**src/rtl/syn_pulse_gen.sv**
```systemverilog
// rtl/syn_pulse_gen.sv - multi-channel sync pulse generator with programmable delay/width
// Optional holdoff guard after each pulse: define SYN_PULSE_HOLDOFF_EN.
module syn_pulse_gen #(
   parameter int CH_NUM      = 4,
   parameter int CNT_W       = 8,
   parameter int RETRIG      = 1,
   parameter int HOLDOFF_CYC = 4
) (
   input  logic                    clkin,
   input  logic                    rst,
   input  logic [CH_NUM-1:0]       trig,
   input  logic [CH_NUM*CNT_W-1:0] delay_cfg,
   input  logic [CH_NUM*CNT_W-1:0] width_cfg,
   output logic [CH_NUM-1:0]       syn_out,
   output logic [CH_NUM-1:0]       busy,
   output logic [CH_NUM-1:0]       done
);

   typedef enum logic [1:0] {
      S_IDLE   = 2'd0,
      S_DELAY  = 2'd1,
`ifdef SYN_PULSE_HOLDOFF_EN
      S_ACTIVE = 2'd2,
      S_HOLD   = 2'd3
`else
      S_ACTIVE = 2'd2
`endif
   } state_t;

`ifdef SYN_PULSE_HOLDOFF_EN
   localparam logic [CNT_W-1:0] HOLD_LD = CNT_W'(HOLDOFF_CYC);
`else
   logic [31:0] unused_holdoff;
   assign unused_holdoff = HOLDOFF_CYC;
`endif

   localparam logic [CNT_W-1:0] CNT_ONE  = CNT_W'(1);
   localparam logic [CNT_W-1:0] CNT_ZERO = '0;

   for (genvar i = 0; i < CH_NUM; i++) begin : g_ch
      state_t           state_q, state_d;
      logic [CNT_W-1:0] cnt_q, cnt_d;
      logic [CNT_W-1:0] wid_q, wid_d;
      logic             syn_q, busy_q, done_q;
      logic             syn_d, busy_d, done_d;
      logic             fin;
      logic [CNT_W-1:0] d_in, w_in;

      assign d_in = delay_cfg[i*CNT_W +: CNT_W];
      assign w_in = width_cfg[i*CNT_W +: CNT_W];

      // State, counter, latched width and registered outputs; reset wins over everything
      always_ff @(posedge clkin) begin
         if (rst) begin
            state_q <= S_IDLE;
            cnt_q   <= CNT_ZERO;
            wid_q   <= CNT_ZERO;
            syn_q   <= 1'b0;
            busy_q  <= 1'b0;
            done_q  <= 1'b0;
         end else begin
            state_q <= state_d;
            cnt_q   <= cnt_d;
            wid_q   <= wid_d;
            syn_q   <= syn_d;
            busy_q  <= busy_d;
            done_q  <= done_d;
         end
      end

      // Next-state: the delay is only needed at acceptance, so it loads the counter directly
      always_comb begin
         state_d = state_q;
         cnt_d   = cnt_q;
         wid_d   = wid_q;
         fin     = 1'b0;
         case (state_q)
            S_IDLE: begin
               if (trig[i]) begin
                  wid_d = w_in;
                  if (d_in != CNT_ZERO) begin
                     state_d = S_DELAY;
                     cnt_d   = d_in;
                  end else if (w_in != CNT_ZERO) begin
                     state_d = S_ACTIVE;
                     cnt_d   = w_in;
                  end else begin
                     fin = 1'b1;
                  end
               end
            end
            S_DELAY: begin
               if (cnt_q == CNT_ONE) begin
                  if (wid_q != CNT_ZERO) begin
                     state_d = S_ACTIVE;
                     cnt_d   = wid_q;
                  end else begin
                     fin = 1'b1;
                  end
               end else begin
                  cnt_d = cnt_q - CNT_ONE;
               end
            end
            S_ACTIVE: begin
               // A retrigger takes priority even on the cycle that would have ended the pulse
               if ((RETRIG != 0) && trig[i]) begin
                  cnt_d = wid_q;
               end else if (cnt_q == CNT_ONE) begin
                  fin = 1'b1;
               end else begin
                  cnt_d = cnt_q - CNT_ONE;
               end
            end
`ifdef SYN_PULSE_HOLDOFF_EN
            S_HOLD: begin
               if (cnt_q <= CNT_ONE) begin
                  state_d = S_IDLE;
                  cnt_d   = CNT_ZERO;
               end else begin
                  cnt_d = cnt_q - CNT_ONE;
               end
            end
`endif
            default: begin
               state_d = S_IDLE;
               cnt_d   = CNT_ZERO;
            end
         endcase
         if (fin) begin
`ifdef SYN_PULSE_HOLDOFF_EN
            if (HOLD_LD != CNT_ZERO) begin
               state_d = S_HOLD;
               cnt_d   = HOLD_LD;
            end else begin
               state_d = S_IDLE;
               cnt_d   = CNT_ZERO;
            end
`else
            state_d = S_IDLE;
            cnt_d   = CNT_ZERO;
`endif
         end
      end

      // Output decode from the next state so the registered outputs line up with it
      always_comb begin
         syn_d  = (state_d == S_ACTIVE);
         busy_d = (state_d != S_IDLE);
         done_d = fin;
      end

      assign syn_out[i] = syn_q;
      assign busy[i]    = busy_q;
      assign done[i]    = done_q;
   end

endmodule

```
**config.mk**
```make
export PLATFORM = sky130hd
export DESIGN_NAME = syn_pulse_gen
export DESIGN_NICKNAME = d
export VERILOG_FILES = /design/src/rtl/syn_pulse_gen.sv
export SDC_FILE = /design/constraint.sdc
export NUM_CORES = 1
export LEC_CHECK = 0
export ABC_AREA = 1
export CORE_ASPECT_RATIO = 0.9
export CORE_MARGIN = 2
export CORE_UTILIZATION = 59
export DETAILED_ROUTE_END_ITERATION = 10
export PLACE_DENSITY_LB_ADDON = 0.05
export SLEW_MARGIN = 20
export SYNTH_ARGS = -nofsm -noshare
export SYNTH_HDL_FRONTEND = slang
export SYNTH_SLANG_ARGS = --single-unit
```
**constraint.sdc**
```tcl
create_clock -name clkin -period 3.05 [get_ports clkin]
set_clock_uncertainty 0.05 [all_clocks]
set_input_delay 0.305 -clock clkin [delete_from_list [all_inputs] [get_ports clkin]]
set_output_delay 0.305 -clock clkin [all_outputs]
set_load 0.005 [all_outputs]
```
* Word-level counts from Yosys, hierarchy flattened
Cells that the tools add are included.
** Word-level totals
- Input bits :: 70
- Output and inout port bits :: 12
- Bits in registers :: 84
** Cells by class
- Multiplexer cells :: 92
- $add $sub $neg :: 4
- Eq/ne operators :: 32
- Reductions and logical operators :: 32
** Operators by type and width (number)
- 2-to-1 mux 8 bit :: 28
- case mux 8 bit (3 select lines) :: 4
- nonzero test 8 bit :: 12
- 2-to-1 mux 2 bit :: 24
- != test 3 bit (second input constant) :: 12
- equality test 8 x 1 -> 1 bit (second input constant) :: 4
- subtractor 8 x 1 -> 8 bit (second input constant) :: 4
- 2-to-1 mux 1 bit :: 28
- case mux 2 bit (3 select lines) :: 4
- equality test 2 bit (second input constant) :: 8
- AND reduction 4 bit :: 4
- case mux 1 bit (3 select lines) :: 4
- equality test 2 x 1 -> 1 bit (second input constant) :: 4
- logical NOT 2 bit :: 4
- != test 2 bit (second input constant) :: 4
- AND reduction 2 bit :: 4
- nonzero test 2 bit :: 4
- OR reduction 2 bit :: 4

* Longest topological paths before layout
- Word-level depth :: 7
- Gate-level depth with buffers :: 10

* Worst setup path after synthesis
No wires, ideal clock.
- Path type :: reg-to-reg
- Start point :: register g_ch[2].cnt_q[0]
- End point :: register g_ch[2].cnt_q[4]
- Required time :: 2.930 ns
- Library setup time :: 0.070 ns
- Stages on the path, launching flop included :: 10
- Buffers on the path :: 0
- Slack :: 1.627 ns
- Data arrival time :: 1.303 ns
- Path through :: dfxtp_1 -> inv_1 -> ha_1 -> inv_1 -> or2_2 -> o21ai_0 -> nand2_1 -> nand3_1 -> nand2_1 -> a21oi_1
** Between the ends
- Longest elaborated chain between the ends :: 5
- Elaborated cells between the ends (all ways) :: 14
- Those cells by class :: 1 x add/sub; 3 x eq/ne; 8 x mux; 2 x reduce/logical
** Ends and longest elaborated chain
- from (decl) :: line 42 : logic [CNT_W-1:0] cnt_q, cnt_d;
- from (signal assigned) :: line 63 : cnt_q <= cnt_d;
- branches (longest 5 deep; another with subtractor 8 x 1 -> 8 bit)
Several ways; the timed one is not identified. The select of a mux whose other input is x is not followed.
A chain may end at the register's enable or synchronous reset.

* Worst setup path in the final report
- Start point :: register g_ch[3].state_q[0]
- End point :: register g_ch[3].cnt_q[0]
** Between the ends
- Longest elaborated chain between the ends :: 3
- Elaborated cells between the ends (all ways) :: 11
- Those cells by class :: 6 x eq/ne; 2 x mux; 3 x reduce/logical
** Ends and longest elaborated chain
- from (decl) :: line 41 : state_t state_q, state_d;
- from (signal assigned) :: line 62 : state_q <= state_d;
- equality test 2 x 1 -> 1 bit, or another cell as far along :: line 77 : case (state_q)
- != test 3 bit (no line), or another cell as far along
- AND reduction 4 bit (no line) / OR reduction 2 bit (equally long branches)
- to (signal assigned) :: line 63
- to (decl) :: line 42
Parallel ways exist; a longest one is shown, timed or not.

==> impl_metrics.json <==
{
  "outcome": "finished clean",
  "finalWorstPathRequiredPeriod_ps": 2095,
  "first_global_vias": 5508,
  "dp.final_hpwl_mm": 10.86,
  "synth.largest_area_cell": "sky130_fd_sc_hd__dfxtp_1",
  "crit_type": "flip-flop to flip-flop",
  "p_total_w": 0.003346,
  "drt_iter0_markers": 400,
  "count_of_boundary_i_o_pins": 82,
  "maximum_number_of_pins_on_one_net_before_global_route_repair": 17,
  "place.port_buffers": 81,
  "yosysUniqueCellTypes": 30,
  "dieArea_mm2": 0.009737,
  "cts-buffers-inserted": 9,
  "ys_ff_latch": 84,
  "synth_area_mm2": 0.005288,
  "grt_first_pass_wirelength_mm": 24.11,
  "grt_setup_unrepaired": "false",
  "start_util_pct": 61.14,
  "cts_hold_buffers": 0,
  "chipWidth_um": 103.8,
  "timing_max_transition_violations_final": 0,
  "clk_latency_ps": 360,
  "clock_pin_slew_reported_for_the_worst_setup_and_hold_paths_after_clock_tree_synthesis_ps": 90,
  "largest_driver_fanout_on_the_critical_path": 12,
  "cts_resized": 0,
  "number_of_rows_created_at_floorplan": 32,
  "leakage_nw": 2.990,
  "drcViolationCount": 0,
  "ctsLongestPathBuffers": 2,
  "worst_ep_required_time_ps": 3220,
  "detail_route.vias_per_cell": 5.370,
  "start_kind": "flip-flop",
  "max_freq_mhz": 477.3,
  "power_density_mw_per_mm2": 529.7,
  "fin_crit_sh_pct": 68.69,
  "crit_arrival_ps": 2270,
  "placed_cells_incl_taps": 1090,
  "core-area_mm2": 0.008648,
  "yosysSeqAreaShare_pct": 31.80,
  "netlist_top_cells_area": "sky130_fd_sc_hd__dfxtp_1 32%, sky130_fd_sc_hd__nand2_1 24%, sky130_fd_sc_hd__nor2_1 12%",
  "area_growth_from_synthesis_to_final_layout_pct": 19.47,
  "drt_pass1_iterations": 6,
  "max_slew_margin_pct": 55.56,
  "synth_ff_type": "sky130_fd_sc_hd__dfxtp_1",
  "dpl-instance-area_mm2": 0.006136,
  "ctsRootBufferMaster": "sky130_fd_sc_hd__clkbuf_8",
  "setup-violations-final": 0,
  "fp.dieH_um": 93.81,
  "mappedNetlistNets": 986,
  "syn_avg_cell_area_um2": 5.823,
  "holdCritPathClass": "flip-flop to flip-flop",
  "cts_tree": "yes",
  "htree_levels": 3,
  "globalplace.congestion": 0.9539,
  "drive_above_1_share_pct": 4.868,
  "endpoint_kind": "flip-flop",
  "final.hold.worst_slack_ps": 436.0,
  "final_design_area_no_fill_mm2": 0.006317,
  "cts.repair_timing.setup_buffer_count": 0,
  "postRouteAntennaNets": 0,
  "fin_cells": 1105,
  "average_wire_length_per_cell_after_detail_routing_um": 12.67,
  "async_flop_share_pct": 0,
  "power.ir.vdd_worst_mv": 0.2897,
  "gr-total-overflow": 0,
  "synth_top_cell_area_share_pct": 31.80,
  "finalNetCount": 1060,
  "synth_warnings": 0,
  "cts.sinks": 84,
  "max-cap-violations": 0,
  "number_of_cells_produced_by_synthesis": 908,
  "fin_setup_tns_ps": 0,
  "detailroute.via_count": 5934,
  "grt_util_all_layers_pct": 29.66,
  "synth-edff-count": 0,
  "antenna_cells_inserted": 0,
  "route.final.wire_length_mm": 14.00,
  "antenna_found_initial": 0,
  "finalHoldViolCount": 0,
  "timing_worst_slew_pin_value_ps": 664.2
}
==> sequential cells by signal, indices dropped and copies added (netlist names) <==
signal        count
g_ch.busy_q       4
g_ch.cnt_q       32
g_ch.done_q       4
g_ch.state_q      8
g_ch.syn_q        4
g_ch.wid_q       32
==> critical path: stages (launching register included) <==
cell and delay, ps:
sky130_fd_sc_hd__dfxtp_1 340, sky130_fd_sc_hd__nor2_1 530, sky130_fd_sc_hd__inv_1 120, sky130_fd_sc_hd__nor2_2 310, sky130_fd_sc_hd__nand3_1 180, sky130_fd_sc_hd__nand3_1 360
sky130_fd_sc_hd__a21oi_1 90
==> final timing paths <==
| kind | startpoint | to | slack, ps | cells past startpoint |
|---|---|---|---|---|
| max | g_ch[3].state_q[0]$_SDFF_PP0_ | g_ch[3].cnt_q[0]$_SDFFE_PP0P_ | 960 | 6 |
| min | g_ch[1].wid_q[5]$_SDFFE_PP0P_ | g_ch[1].wid_q[5]$_SDFFE_PP0P_ | 440 | 2 |
| max reg2reg | g_ch[3].state_q[0]$_SDFF_PP0_ | g_ch[3].cnt_q[0]$_SDFFE_PP0P_ | 960 | 6 |
| min reg2reg | g_ch[1].wid_q[5]$_SDFFE_PP0P_ | g_ch[1].wid_q[5]$_SDFFE_PP0P_ | 440 | 2 |
==> cell usage after synthesis (2+ instances only) <==
cell type / n
sky130_fd_sc_hd__ha_1: 8
sky130_fd_sc_hd__dfxtp_1: 84
sky130_fd_sc_hd__nor2_2: 8
sky130_fd_sc_hd__nand3_1: 54
sky130_fd_sc_hd__inv_2: 6
sky130_fd_sc_hd__o211ai_2: 2
sky130_fd_sc_hd__xnor2_1: 6
sky130_fd_sc_hd__nor3_1: 3
sky130_fd_sc_hd__clkbuf_1: 3
sky130_fd_sc_hd__a211oi_1: 2
sky130_fd_sc_hd__nor2_4: 2
sky130_fd_sc_hd__xor2_1: 4
sky130_fd_sc_hd__o21ai_0: 50
sky130_fd_sc_hd__buf_4: 16
sky130_fd_sc_hd__inv_1: 76
sky130_fd_sc_hd__nand3b_1: 5
sky130_fd_sc_hd__a21oi_1: 46
sky130_fd_sc_hd__buf_2: 5
sky130_fd_sc_hd__nand2_2: 5
sky130_fd_sc_hd__o21ai_1: 3
sky130_fd_sc_hd__nor2_1: 171
sky130_fd_sc_hd__nand2_1: 341
==> cells in the final DEF (no fill, tap or decap), drive strengths merged <==
| cell type | count |
|---|---|
| nand2 | 346 |
| nor2 | 182 |
| dfxtp | 84 |
| inv | 83 |
| clkdlybuf4s50 | 81 |
| nand3 | 54 |
| o21ai | 53 |
| a21oi | 46 |
| clkbuf | 10 |
| ha | 8 |
| buf | 8 |
| xnor2 | 6 |
| nand3b | 5 |
| xor2 | 4 |
| clkinv | 4 |
| nor3 | 3 |
| a211oi | 2 |
| o211ai | 2 |
| nand4 | 1 |
| or2 | 1 |
| o22ai | 1 |
| o211a | 1 |
| bufinv | 1 |
==> where the power goes <==
group / switching (W) / leakage, nW / total, W / internal (W)
Clock: 0.000400 / 0.0959 / 0.000772 / 0.000372
Combinational: 0.000725 / 2.20 / 0.00119 / 0.000469
Sequential: 0.000139 / 0.694 / 0.00138 / 0.00124
==> per-stage QoR <==
step / util, % / setup slack [ps]
floorplan: - / 1627
global placement: 70.95 / 868.2
detailed placement: 70.95 / 785.0
CTS: 73.05 / 964.9
global route: 73.05 / 742.7
finish: 73.05 / 955.1
==> cell families after synthesis <==
logic type / synth area share [%]
XOR/XNOR: 1.656
adder cells (fa/ha/maj): 1.893
AO/OA/AOI/OAI: 10.44
flip-flops: 31.80
AND/OR/NAND/NOR: 45.03
buffers and inverters: 9.181
==> final cells by class <==
cell class              count  area [um^2]
inverters                  83        314.1
clock buffers              10        127.6
multi-input cells         715         3120
well taps                 119        148.9
repair buffers             89        870.8
fillers                   762         2331
flip-flops and latches     84         1682
clock inverters             5        53.80
==> routing by layer <==
layer / global-route usage (%) / wire (um)
met5: 0 / 0
met4: 8.108 / 207
met3: 6.519 / 1217
met2: 52.65 / 6585
met1: 36.63 / 5986
Power figures use the tool's default switching activity.
